[src/rtl/cordiv_sched_pkg.sv]
// Shared types and LFSR helpers for the CORDIV divider scheduler.
package cordiv_sched_pkg;

  typedef enum logic [1:0] {IDLE, WARM, RUN, RESP} state_t;

  localparam int unsigned LFSR_MAX_W = 16;

  // Maximal-length Fibonacci tap masks, bit n-1 set for polynomial term x^n.
  function automatic logic [LFSR_MAX_W-1:0] lfsr_taps(input int unsigned bw);
    logic [LFSR_MAX_W-1:0] taps;
    taps = '0;
    case (bw)
      4:       taps = 16'h000C;
      5:       taps = 16'h0014;
      6:       taps = 16'h0030;
      7:       taps = 16'h0060;
      8:       taps = 16'h00B8;
      9:       taps = 16'h0110;
      10:      taps = 16'h0240;
      11:      taps = 16'h0500;
      12:      taps = 16'h0829;
      13:      taps = 16'h100D;
      14:      taps = 16'h2015;
      15:      taps = 16'h6000;
      16:      taps = 16'hD008;
      default: taps = '0;
    endcase
    return taps;
  endfunction

  function automatic logic [LFSR_MAX_W-1:0] lfsr_next(input logic [LFSR_MAX_W-1:0] st,
                                                      input int unsigned bw);
    logic [LFSR_MAX_W-1:0] mask;
    logic                  fb;
    mask = 16'((32'd1 << bw) - 32'd1);
    fb   = ^(st & lfsr_taps(bw));
    return ((st << 1) | {15'd0, fb}) & mask;
  endfunction

endpackage

[src/rtl/cordiv_sched_rr_arb.sv]
// Combinational round-robin pick: first valid index at or after ptr, wrapping.
module cordiv_sched_rr_arb #(
  parameter int unsigned NREQ = 4,
  parameter int unsigned IW   = $clog2(NREQ)
) (
  input  logic [NREQ-1:0] valid,
  input  logic [IW-1:0]   ptr,
  output logic [NREQ-1:0] grant_c,
  output logic [IW-1:0]   idx_c,
  output logic            any_c
);

  int unsigned cand;

  always_comb begin
    grant_c = '0;
    idx_c   = '0;
    any_c   = 1'b0;
    cand    = 0;
    for (int unsigned off = 0; off < NREQ; off++) begin
      cand = (32'(ptr) + off) % NREQ;
      if (!any_c && valid[cand[IW-1:0]]) begin
        any_c                  = 1'b1;
        grant_c[cand[IW-1:0]]  = 1'b1;
        idx_c                  = cand[IW-1:0];
      end
    end
  end

endmodule

[src/rtl/cordiv_is_b_sched.sv]
// Time-shares one bipolar in-stream CORDIV divider among NREQ requesters and
// returns the quotient ones count over a fixed window.
module cordiv_is_b_sched #(
  parameter int unsigned   BW   = 8,
  parameter int unsigned   NREQ = 4,
  parameter int unsigned   WARM = 32,
  parameter int unsigned   LEN  = 256,
  parameter logic [BW-1:0] SEED = BW'(1)
) (
  input  logic                    clk,
  input  logic                    rst_n,
  input  logic [NREQ-1:0]         req_valid,
  output logic [NREQ-1:0]         req_ready,
  input  logic [NREQ*BW-1:0]      req_a,
  input  logic [NREQ*BW-1:0]      req_b,
  output logic [BW-1:0]           k_rand,
  output logic                    k_dividend,
  output logic                    k_divisor,
  input  logic                    k_quotient,
  output logic                    rsp_valid,
  input  logic                    rsp_ready,
  output logic [$clog2(NREQ)-1:0] rsp_id,
  output logic [BW:0]             rsp_ones,
  output logic                    busy
);

  import cordiv_sched_pkg::state_t;
  import cordiv_sched_pkg::IDLE;
  import cordiv_sched_pkg::RUN;
  import cordiv_sched_pkg::RESP;
  import cordiv_sched_pkg::lfsr_next;

  localparam int unsigned IW = $clog2(NREQ);
  localparam int unsigned CW = BW + 1;
  localparam int unsigned PW = $clog2(((WARM > LEN) ? WARM : LEN) + 1);

  state_t          state, state_nxt;
  logic [BW-1:0]   lfsr, a_reg, b_reg;
  logic [IW-1:0]   id_reg, ptr;
  logic            toggle;
  logic [PW-1:0]   phase;
  logic [CW-1:0]   count;
  logic [NREQ-1:0] grant_c;
  logic [IW-1:0]   grant_idx_c;
  logic            grant_any_c;
  logic [BW-1:0]   a_sel_c, b_sel_c;
  logic            phase_done_c, stream_c;

  cordiv_sched_rr_arb #(.NREQ(NREQ), .IW(IW)) u_arb (
    .valid   (req_valid),
    .ptr     (ptr),
    .grant_c (grant_c),
    .idx_c   (grant_idx_c),
    .any_c   (grant_any_c)
  );

  assign phase_done_c = (phase == '0);
  assign stream_c     = (state == cordiv_sched_pkg::WARM) || (state == RUN);
  assign req_ready    = (state == IDLE) ? grant_c : '0;
  assign k_rand       = lfsr;
  // Outside WARM/RUN both streams carry the same toggle so the divider stays balanced.
  assign k_dividend   = stream_c ? (a_reg > lfsr) : toggle;
  assign k_divisor    = stream_c ? (b_reg > lfsr) : toggle;

  // Operand mux for the granted requester.
  always_comb begin
    a_sel_c = '0;
    b_sel_c = '0;
    for (int unsigned i = 0; i < NREQ; i++) begin
      if (grant_c[i]) begin
        a_sel_c = req_a[i*BW +: BW];
        b_sel_c = req_b[i*BW +: BW];
      end
    end
  end

  always_comb begin
    state_nxt = state;
    unique case (state)
      IDLE:                    if (grant_any_c)  state_nxt = cordiv_sched_pkg::WARM;
      cordiv_sched_pkg::WARM:  if (phase_done_c) state_nxt = RUN;
      RUN:                     if (phase_done_c) state_nxt = RESP;
      RESP:                    if (rsp_ready)    state_nxt = IDLE;
      default:                 state_nxt = IDLE;
    endcase
  end

  always_ff @(posedge clk or negedge rst_n) begin
    if (!rst_n) begin
      state <= IDLE;
      busy  <= 1'b0;
    end else begin
      state <= state_nxt;
      busy  <= (state_nxt != IDLE);
    end
  end

  // Datapath: LFSR, operand capture, shared phase down-counter, ones counter.
  always_ff @(posedge clk or negedge rst_n) begin
    if (!rst_n) begin
      lfsr      <= SEED;
      toggle    <= 1'b0;
      a_reg     <= '0;
      b_reg     <= '0;
      id_reg    <= '0;
      ptr       <= '0;
      phase     <= '0;
      count     <= '0;
      rsp_valid <= 1'b0;
      rsp_id    <= '0;
      rsp_ones  <= '0;
    end else begin
      lfsr   <= BW'(lfsr_next(16'(lfsr), BW));
      toggle <= ~toggle;
      case (state)
        IDLE: begin
          if (grant_any_c) begin
            a_reg  <= a_sel_c;
            b_reg  <= b_sel_c;
            id_reg <= grant_idx_c;
            ptr    <= (grant_idx_c == IW'(NREQ - 1)) ? '0 : grant_idx_c + IW'(1);
            phase  <= PW'(WARM - 1);
          end
        end
        cordiv_sched_pkg::WARM: begin
          if (phase_done_c) begin
            phase <= PW'(LEN - 1);
            count <= '0;
          end else begin
            phase <= phase - PW'(1);
          end
        end
        RUN: begin
          count <= count + CW'(k_quotient);
          if (phase_done_c) begin
            rsp_ones  <= count + CW'(k_quotient);
            rsp_id    <= id_reg;
            rsp_valid <= 1'b1;
          end else begin
            phase <= phase - PW'(1);
          end
        end
        RESP: begin
          if (rsp_ready) rsp_valid <= 1'b0;
        end
        default: ;
      endcase
    end
  end

endmodule

[config.mk]
export PLATFORM = sky130hd
export DESIGN_NAME = cordiv_is_b_sched
export DESIGN_NICKNAME = d
export VERILOG_FILES = /design/src/rtl/cordiv_sched_pkg.sv /design/src/rtl/cordiv_sched_rr_arb.sv /design/src/rtl/cordiv_is_b_sched.sv
export SDC_FILE = /design/constraint.sdc
export NUM_CORES = 1
export LEC_CHECK = 0
export BUFFER_PORTS_ARGS = -buffer_cell sky130_fd_sc_hd__buf_2
export CAP_MARGIN = 20
export CORE_UTILIZATION = 30
export DETAILED_ROUTE_END_ITERATION = 12
export GPL_ROUTABILITY_DRIVEN = 0
export HOLD_SLACK_MARGIN = 0.05
export PLACE_DENSITY = 0.57
export SYNTH_ARGS = -nofsm -noshare
export SYNTH_HDL_FRONTEND = slang
export SYNTH_SLANG_ARGS = --single-unit
export TNS_END_PERCENT = 10
[constraint.sdc]
create_clock -name clk -period 7.1 [get_ports clk]
set_input_delay 0.71 -clock clk [delete_from_list [all_inputs] [get_ports clk]]
set_output_delay 0.71 -clock clk [all_outputs]
set_load 0.05 [all_outputs]
==> metrics.yaml <==
synth_area_um2: 4480
r2r-end: "b_reg[2]"
diodes: 0
detail-route-antenna-nets: 0
cts_setup_buffers: 0
num_rows: 44
reg2reg_slack_ns: 3.11
cts.sinks: 62
period_share_pct: 71.6
start_util_pct: 30.8
worstSkewPairLatency_ns: 0.33
p_leak_nw: 2.47
io_pins: 99
synth_ff_type: "dfrtp_1"
drive_gt1_share_pct: 26.3
critical_path.max_fanout: 17
cts_resized: 0
synth.area.top_cells: "dfrtp_1 (34%), ha_1 (9.2%), a21oi_1 (4.6%)"
ys_seq_elements: 62
outcome: "completed"
hp-class: "register to register"
die_area_um2: 15400
die_x_um: 124
route.detailed.drc: 0
htree_levels: 3
core_um2: 14500
overflow: 0
rsz0062_at_grt: "false"
total_power_mw: 2.45
grtUsageTotal_pct: 16.0
async_flop_share_pct: 100
grt_pass1_vias: 3889
hold_depth: 0
dr.pass1.iters: 4
antenna_found_initial: 0
top_regs: "count: 9 flops, phase: 9 flops, rsp_ones: 9 flops"
die-height_um: 124
setup_tns_ns: 0
r2r_start: "ptr[0]"
cts_tree: "built"
yosys.area.top_type: "dfrtp_1"
worstPathArrival_ns: 4.37
syn_to_final_growth_pct: 18.6
finalNetCount: 666
dpl.hpwl_um: 8940
synth_top_cell_area_share_pct: 34.1
cts.clk_slew.worst_paths_ns: 0.06
min_to: "k_rand[7]"
tightest_slew_ns: 0.815
ys.warnings.count: 0
fmax_mhz: 197
routedWlPerCell_um: 15.6
end_kind: "output port"
worst-r2r-cell-count: 8
irDropWorstVdd_mv: 0.201
synthTopCellsByCount: "dfrtp_1 (61), a21oi_1 (41), o21ai_0 (34)"
grt_start_max_net_pins: 63
port_buffers: 98
vias: 3903
synth.avg_cell_area_um2: 9.31
ys_types: 59
dr.first_iter.drc_count: 244
cts_hold_buf: 0
numCtsBuffers: 9
fin_area_um2: 5310
relSlewSlack_pct: 45.6
cts_root_buf: "clkbuf_16"
grt_pass1_wl_um: 19300
crit_path_start_kind: "register"
wl_um: 11700
hold_viol_final: 0
synth_most_common_cell: "dfrtp_1"
yosysSeqAreaShare_pct: 34.7
clockBufferDepth: 2
crit_required_ns: 6.39
cap_violations: 0
syn_inst: 481
setup_viol: 0
worst-setup-path-type: "register to output port"
finClkSkew_ns: 0.00663
slew_viol_final: 0
synth_enable_flop_cells: 0
placed_cell_area_um2: 5030
powerDensity_nw_per_um2: 462
period_minus_slack_ns: 5.08
synthesis.nets: 586
viasPerCell: 5.20
worstHoldStart: "k_rand[6]"
==> how the worst max path moves through the flow <==
| stage | cells past startpoint | start | endpoint |
|---|---|---|---|
| final | 8 | ptr[0] | req_ready[2] |
| after global routing | 8 | ptr[0] | req_ready[2] |
| after CTS | 8 | ptr[0] | req_ready[2] |
| after detailed placement | 8 | ptr[0] | req_ready[2] |
| after global placement | 8 | ptr[0] | req_ready[2] |
| after floorplan | 8 | ptr[0] | req_ready[3] |
==> cells by family after synthesis <==
family	share of synthesized area (%)
compound gates	29.1
xor+xnor	1.96
fa+ha+maj	9.22
buf+inv	5.73
flops	34.7
mux	6.79
simple gates	12.5
==> power by group <==
group / total [mW] / switching (mW) / internal, mW
combinational: 1.48 / 0.952 / 0.531
clock: 0.429 / 0.158 / 0.271
sequential: 0.542 / 0.0842 / 0.457
==> stage by stage <==
stage	util [%]	instances	hold WS (ns)	worst slack (ns)
5_1_grt	36.6	750	0.414	1.81
3_5_place_dp	34.6	734	0.404	2.41
4_1_cts	36.6	750	0.408	2.03
2_1_floorplan	-	481	0.395	2.96
6_report	36.6	750	0.411	2.02
3_3_place_gp	34.6	734	0.392	2.51
==> metal layers <==
layer	wire, µm	part of all wire [%]	global-route usage [%]	vias to the layer above
met5	0	0	0	-
met4	211	1.8	6.55	0
met3	609	5.2	2.56	16
met2	5320	46	25.9	126
met1	5540	47	21.2	1835
li1	-	-	-	1926
==> final cells by class <==
type	instances	area, µm²
clock buffers	12	236
clock inverters	4	47.5
fillers	1499	9220
inverters	21	78.8
multi-input cells	368	2670
flip-flops and latches	62	1550
well taps	184	230
repair buffers	99	498
==> cells in the final DEF (no fill, tap or decap), types with 5 or more instances in the layout <==
| cell | instances |
|---|---|
| buf_2 | 98 |
| dfrtp_1 | 61 |
| a21oi_1 | 41 |
| o21ai_0 | 34 |
| nand2_1 | 33 |
| ha_1 | 33 |
| nor2_1 | 28 |
| inv_1 | 21 |
| mux2i_1 | 18 |
| o211ai_1 | 17 |
| o21bai_1 | 17 |
| a31oi_1 | 17 |
| a211oi_2 | 9 |
| a21oi_2 | 9 |
| clkbuf_16 | 9 |
| a211oi_1 | 8 |
| xnor2_1 | 8 |
| o21ai_1 | 8 |
| and2_1 | 7 |
| nor3_1 | 6 |
| and3_1 | 6 |
| mux2_2 | 5 |
| nor2b_1 | 5 |
| a21o_1 | 5 |
==> worst max-delay path, stage by stage, from the launching register on <==
cell and delay, ns:
dfrtp_1 0.71, inv_1 0.19, ha_1 0.45, mux4_2 0.64
or3b_1 0.43, a31oi_4 0.46, or2_1 0.67, and2_1 0.22
buf_2 0.26
No activity file was read; power rests on OpenSTA's default activity.
